--- src/rtl/axis_uart_tx.sv ---
// UART transmitter: valid/ready byte stream in, 8N1/8N2 serial line out.
// A new byte can be taken in the last stop-bit cycle, so frames run back to back.
module axis_uart_tx #(
  parameter int CLKS_PER_BIT = 4,
  parameter int STOP_BITS    = 1
) (
  input  logic       clock,
  input  logic       resetn,
  input  logic [7:0] idata,
  input  logic       ivalid,
  output logic       iready,
  output logic       txd,
  output logic       busy
);

  localparam int              CW       = (CLKS_PER_BIT > 1) ? $clog2(CLKS_PER_BIT) : 1;
  localparam logic [CW-1:0]   CNT_MAX  = CW'(CLKS_PER_BIT - 1);
  localparam logic            STOP_MAX = 1'(STOP_BITS - 1);

  typedef enum logic [1:0] {IDLE, START, DATA, STOP} state_e;

  state_e        state_q, state_d;
  logic [CW-1:0] cnt_q, cnt_d;
  logic [2:0]    bit_q, bit_d;
  logic          stop_q, stop_d;
  logic [7:0]    sh_q, sh_d;
  logic          en_q;

  logic baud_end, last_stop, hs;

  assign baud_end  = (cnt_q == CNT_MAX);
  assign last_stop = (state_q == STOP) && baud_end && (stop_q == STOP_MAX);
  // en_q is the registered reset flag: keeps iready low while resetn is held
  assign iready    = en_q && ((state_q == IDLE) || last_stop);
  assign hs        = ivalid && iready;
  assign busy      = (state_q != IDLE);
  assign txd       = (state_q == START) ? 1'b0 :
                     (state_q == DATA)  ? sh_q[0] : 1'b1;

  always_ff @(posedge clock) begin
    en_q <= resetn;
    if (!resetn) begin
      state_q <= IDLE;
      cnt_q   <= '0;
      bit_q   <= '0;
      stop_q  <= 1'b0;
      sh_q    <= '0;
    end else begin
      state_q <= state_d;
      cnt_q   <= cnt_d;
      bit_q   <= bit_d;
      stop_q  <= stop_d;
      sh_q    <= sh_d;
    end
  end

  always_comb begin
    state_d = state_q;
    cnt_d   = cnt_q;
    bit_d   = bit_q;
    stop_d  = stop_q;
    sh_d    = sh_q;
    unique case (state_q)
      IDLE: begin
        if (hs) begin
          sh_d    = idata;
          cnt_d   = '0;
          bit_d   = '0;
          stop_d  = 1'b0;
          state_d = START;
        end
      end
      START: begin
        if (baud_end) begin
          cnt_d   = '0;
          bit_d   = '0;
          state_d = DATA;
        end else begin
          cnt_d = cnt_q + CW'(1);
        end
      end
      DATA: begin
        if (baud_end) begin
          cnt_d = '0;
          sh_d  = {1'b0, sh_q[7:1]};
          if (bit_q == 3'd7) begin
            stop_d  = 1'b0;
            state_d = STOP;
          end else begin
            bit_d = bit_q + 3'd1;
          end
        end else begin
          cnt_d = cnt_q + CW'(1);
        end
      end
      STOP: begin
        if (baud_end) begin
          cnt_d = '0;
          if (stop_q == STOP_MAX) begin
            stop_d = 1'b0;
            if (hs) begin
              sh_d    = idata;
              bit_d   = '0;
              state_d = START;
            end else begin
              state_d = IDLE;
            end
          end else begin
            stop_d = 1'b1;
          end
        end else begin
          cnt_d = cnt_q + CW'(1);
        end
      end
      default: state_d = IDLE;
    endcase
  end

endmodule

--- config.mk ---
export PLATFORM = sky130hd
export DESIGN_NAME = axis_uart_tx
export DESIGN_NICKNAME = d
export VERILOG_FILES = /design/src/rtl/axis_uart_tx.sv
export SDC_FILE = /design/constraint.sdc
export NUM_CORES = 1
export LEC_CHECK = 0
export CAP_MARGIN = 10
export CORE_ASPECT_RATIO = 1.25
export CORE_MARGIN = 2
export CORE_UTILIZATION = 55
export CTS_BUF_LIST = sky130_fd_sc_hd__clkbuf_4 sky130_fd_sc_hd__clkbuf_8 sky130_fd_sc_hd__clkbuf_16
export DETAILED_ROUTE_END_ITERATION = 10
export MAX_ROUTING_LAYER = met4
export PLACE_DENSITY_LB_ADDON = 0.08
export SETUP_SLACK_MARGIN = 0.4
export SLEW_MARGIN = 20
export SYNTH_ARGS = -nofsm -noshare
export SYNTH_HDL_FRONTEND = slang
export SYNTH_SLANG_ARGS = --single-unit
--- constraint.sdc ---
create_clock -name clock -period 3 [get_ports clock]
set_input_delay 0.75 -clock clock [delete_from_list [all_inputs] [get_ports clock]]
set_output_delay 0.75 -clock clock [all_outputs]
set_load 0.02 [all_outputs]
* Word level (Yosys, flattened, before mapping)
Index checks and enable logic that the tools add are counted.
Operators by class: bitwise logic cells 1, equality and inequality tests 12, reduce and logical (&&, ||, !) cells 13, mux-type cells 31, add/subtract/negate cells 2
Operators by type and width (count):
- 2-to-1 mux 8 bit | 4
- case mux 8 bit (3 select lines) | 1
- 2-to-1 mux 3 bit | 6
- 2-to-1 mux 2 bit | 8
- != test 2 bit, second input constant | 6
- case mux 3 bit (4 select lines) | 1
- AND reduction 5 bit | 2
- 2-to-1 mux 1 bit | 8
- case mux 2 bit (4 select lines) | 1
- equality test 2 bit, second input constant | 3
- AND reduction 6 bit | 1
- logical AND 1 bit | 4
- case mux 2 bit (2 select lines) | 1
- AND reduction 4 bit | 1
- adder 3 x 1 -> 3 bit, second input constant | 1
- equality test 3 bit, second input constant | 1
- case mux 1 bit (3 select lines) | 1
- nonzero test 3 bit | 1
- OR reduction 3 bit | 1
- adder 2 x 1 -> 2 bit, second input constant | 1
- equality test 2 x 1 -> 1 bit, second input constant | 1
- logical NOT 2 bit | 1
- != test 2 x 1 -> 1 bit, second input constant | 1
- nonzero test 2 bit | 1
- other kinds (2) | 2
Storage, ports and cells: output and inout port bits 3, flip-flop bits (word level) 17, input port bits 11

* Depth between registers and ports, before layout
depth in word-level cells 10, depth in mapped cells 8

* Worst setup path after synthesis
No wires, ideal clock.
path kind flip-flop to output port, start reg state_q[0], end out txd, cell stages (with the launch flop) 6, setup slack 896 ps, data arrival time 1354 ps, path through dfxtp_1 -> inv_1 -> ha_1 -> buf_2 -> buf_2 -> a21oi_1
On the way: word-level cells in the longest chain between the ends 3
RTL lines:
- start: declaration | RTL line 22 | state_e state_q, state_d;
- start signal: assignment | RTL line 49 | state_q <= state_d;
- equality test 2 bit | RTL line 38 | (state_q == DATA) ? sh_q[0] : 1'b1;
- 2-to-1 mux 1 bit | RTL line 38
- 2-to-1 mux 1 bit * | RTL line 37 | assign txd = (state_q == START) ? 1'b0 :
- end: declaration | RTL line 12 | output logic txd,
Mark *: on every way between the ends. The rest lies on a longest branch, timed or not.

* Final worst setup path
start reg state_q[1], end out iready
On the way: word-level cells in the longest chain between the ends 5
RTL lines:
- equality test 2 bit | RTL line 32 | assign last_stop = (state_q == STOP) && baud_end && (stop_q == STOP_MAX);
- logical AND 1 bit (2 in series) | RTL line 32
- logical OR 1 bit * | RTL line 34 | assign iready = en_q && ((state_q == IDLE) || last_stop);
- logical AND 1 bit * | RTL line 34
- end: declaration | RTL line 11 | output logic iready,
Marks and branches as above.

==> flow_summary.yaml <==
run_status:
  status: "completed"
worst_setup_path:
  cp_max_fo: 6
  cp.required_ns: 2.25
  startpoint_type: "register"
  critPathCaptureType: "output pin"
  path_class: "register to output pin"
  cp.arrival_ns: 1.75
detailed_routing:
  wl_mm: 1.66
  route.vias.total: 765
  firstDrtPassIters: 4
  drt-vias-per-instance: 5.50
  final_antenna_net_count: 0
  drcViolationCount: 0
  drtIter0Drc: 8
  wire_per_inst_um: 11.9
yosys:
  ys_async_sr_fraction: 0
  synth_common_cells: "nand2_1, dfxtp_1, ha_1, mux2i_1"
  synth_nets: 127
  yosys-top-cells-area: "dfxtp_1, ha_1, mux2i_1"
  avgSynthCellArea_um2: 8.84
  synth_seq_area_share: 0.339
  yosys.area.top_type_share: 0.339
  synth_area_um2: 946
  ys.flop_type: "dfxtp_1"
  yosysWarnings: 0
  yosys.cell_count.top_type: "nand2_1"
  ys_ff_latch: 16
  netlist_instances: 107
  synth_top_area_cell: "dfxtp_1"
  synth-edff-count: 0
  ys_types: 28
floorplan:
  die_h_um: 50.4
  die_area_mm2: 0.00207
  ios: 14
  design.core.area_mm2: 0.00158
  start_util: 0.598
  dieWidth_um: 41.1
  core.rowCount: 16
cts:
  clkLatencyLatePin_ns: 0.29
  hold_buffers: 0
  htree_levels: 1
  postCtsSetupRepairBufs: 0
  cts.sinks: 16
  numCtsBuffers: 3
  cts_tree: "built"
  path_clk_slew_ns: 0.09
  cts_buffer_depth: 2
  cts_root_buf: "clkbuf_4"
grt:
  grt_first_pass_wirelength_mm: 2.82
  met1_usage: 0.248
  use_met2: 0.305
  grt_pass1_vias: 662
  grt_overflow: 0
  antenna_found_initial: 0
  grtUsageTotal: 0.202
  grt_max_degree: 16
  use_met3: 0.0265
  busiest_layer: "met2"
timing:
  finalHoldViolations: 0
  period_needed_ns: 2.50
  slew_violations: 0
  slew_headroom: 0.731
  worstMarginPinSlew_ns: 0.402
  clock_skew_ns: 0.00401
  fin_setup_tns_ns: 0
  fin_crit_sh: 0.833
  setup_viol: 0
  fin_ws_ns: 0.501
  fmax_mhz: 400
  rsz0062_at_grt: "false"
placed_design:
  gp_congestion: 0.709
  io_buffers: 13
  dp_slack_ns: 0.578
  dp_hpwl_mm: 1.29
  dpl_cell_area_mm2: 0.00108
power_and_ir_drop:
  ir_drop_mv: 0.555
  power.density_mw_per_mm2: 817
  p_leak_nw: 0.526
final_layout:
  stdcell_area_mm2: 0.00113
  fin_nets: 142
  area_delta_synth_final_pct: 19.0
  drive_gt1_frac: 0.157
  nFillCells: 127
  n_antenna_cell: 0
worst_hold_path:
  min-delay-path-class: "register to register"
job:
  max_cap_viol_count: 0
critical path: stages, from the launching register on:
cell and delay (ns):
dfxtp_1 0.41, inv_1 0.12, ha_1 0.27, a21oi_2 0.13
and2b_2 0.22, dlygate4sd2_1 0.31
through the flow:
step                       util  hold slack, ns  std cells  power [W]
final                     0.712           0.459        139   0.000920
after global routing      0.712           0.485        139   0.000993
after CTS                 0.708           0.465        139   0.000934
after detailed placement  0.686           0.454        135   0.000793
after global placement    0.686           0.434        135   0.000774
after floorplan               -           0.423        107   0.000673
layout make-up:
| cell class | instances | area, um^2 | share of cell area |
|---|---|---|---|
| Inverter | 7 | 26.3 | 0.0233 |
| Multi-Input combinational cell | 79 | 571 | 0.507 |
| Tap cell | 18 | 22.5 | 0.0200 |
| Sequential cell | 16 | 322 | 0.286 |
| Clock buffer | 4 | 36.3 | 0.0322 |
| Timing Repair Buffer | 15 | 149 | 0.132 |
report_power, final:
group | switching [W] | internal, W
combinational | 0.000253 | 0.000232
clock | 0.0000701 | 0.0000740
sequential | 0.0000318 | 0.000259
placed cells by master (no fill, tap or decap):
cell	netlist	layout
and2b_2	1	1
buf_4	0	2
a21oi_2	1	1
or2_4	1	1
ha_1	9	9
dfxtp_1	16	15
nor2_1	6	6
nand2_1	21	21
o21bai_1	1	1
a22o_1	1	1
a21oi_1	6	6
nor4_1	1	1
a221oi_2	1	1
o221ai_1	1	1
nand3_1	3	3
inv_1	7	7
mux2i_1	9	9
clkbuf_8	0	1
mux2_2	7	7
dlymetal6s2s_1	0	2
dlygate4sd2_1	0	1
o32ai_1	1	1
nand2b_1	1	1
nand3b_1	2	2
clkdlybuf4s50_1	0	10
and2_1	1	1
o22ai_1	1	1
clkbuf_4	0	3
nor3_1	2	2
a21bo_2	1	1
dfxtp_2	0	1
a21o_1	1	1
cell families after synthesis:
group	count (synthesis)	share of synthesized area
simple gates	39	0.188
mux	16	0.179
flops	16	0.339
compound gates	15	0.118
buf+inv	12	0.0582
fa+ha+maj	9	0.119
routing by layer:
metal / up-vias / wire length (um)
met5: - / 0
met4: 0 / 47
met3: 5 / 59
met2: 14 / 802
met1: 349 / 746
li1: 397 / -
path summary, 6_finish.rpt:
| check | startpoint | cells past startpoint | slack [ns] | to |
|---|---|---|---|---|
| setup / recovery | state_q[1] | 5 | 0.50 | iready |
| hold / removal | bit_q[0] | 1 | 0.46 | bit_q[0] |
| setup reg to reg | state_q[0] | 7 | 1.21 | sh_q[2] |
| hold reg to reg | bit_q[0] | 1 | 0.46 | bit_q[0] |
repair_timing:
action | in CTS | in global routing
resized for setup | 1 | 3
gates cloned | 0 | 0
setup endpoints to repair | 1 | 3
flip-flops by register name (all words and copies together) (netlist names):
register,cells
sh_q,8
en_q,1
cnt_q,2
bit_q,3
state_q,2
Note: power is estimated with default switching activity, not from simulation.
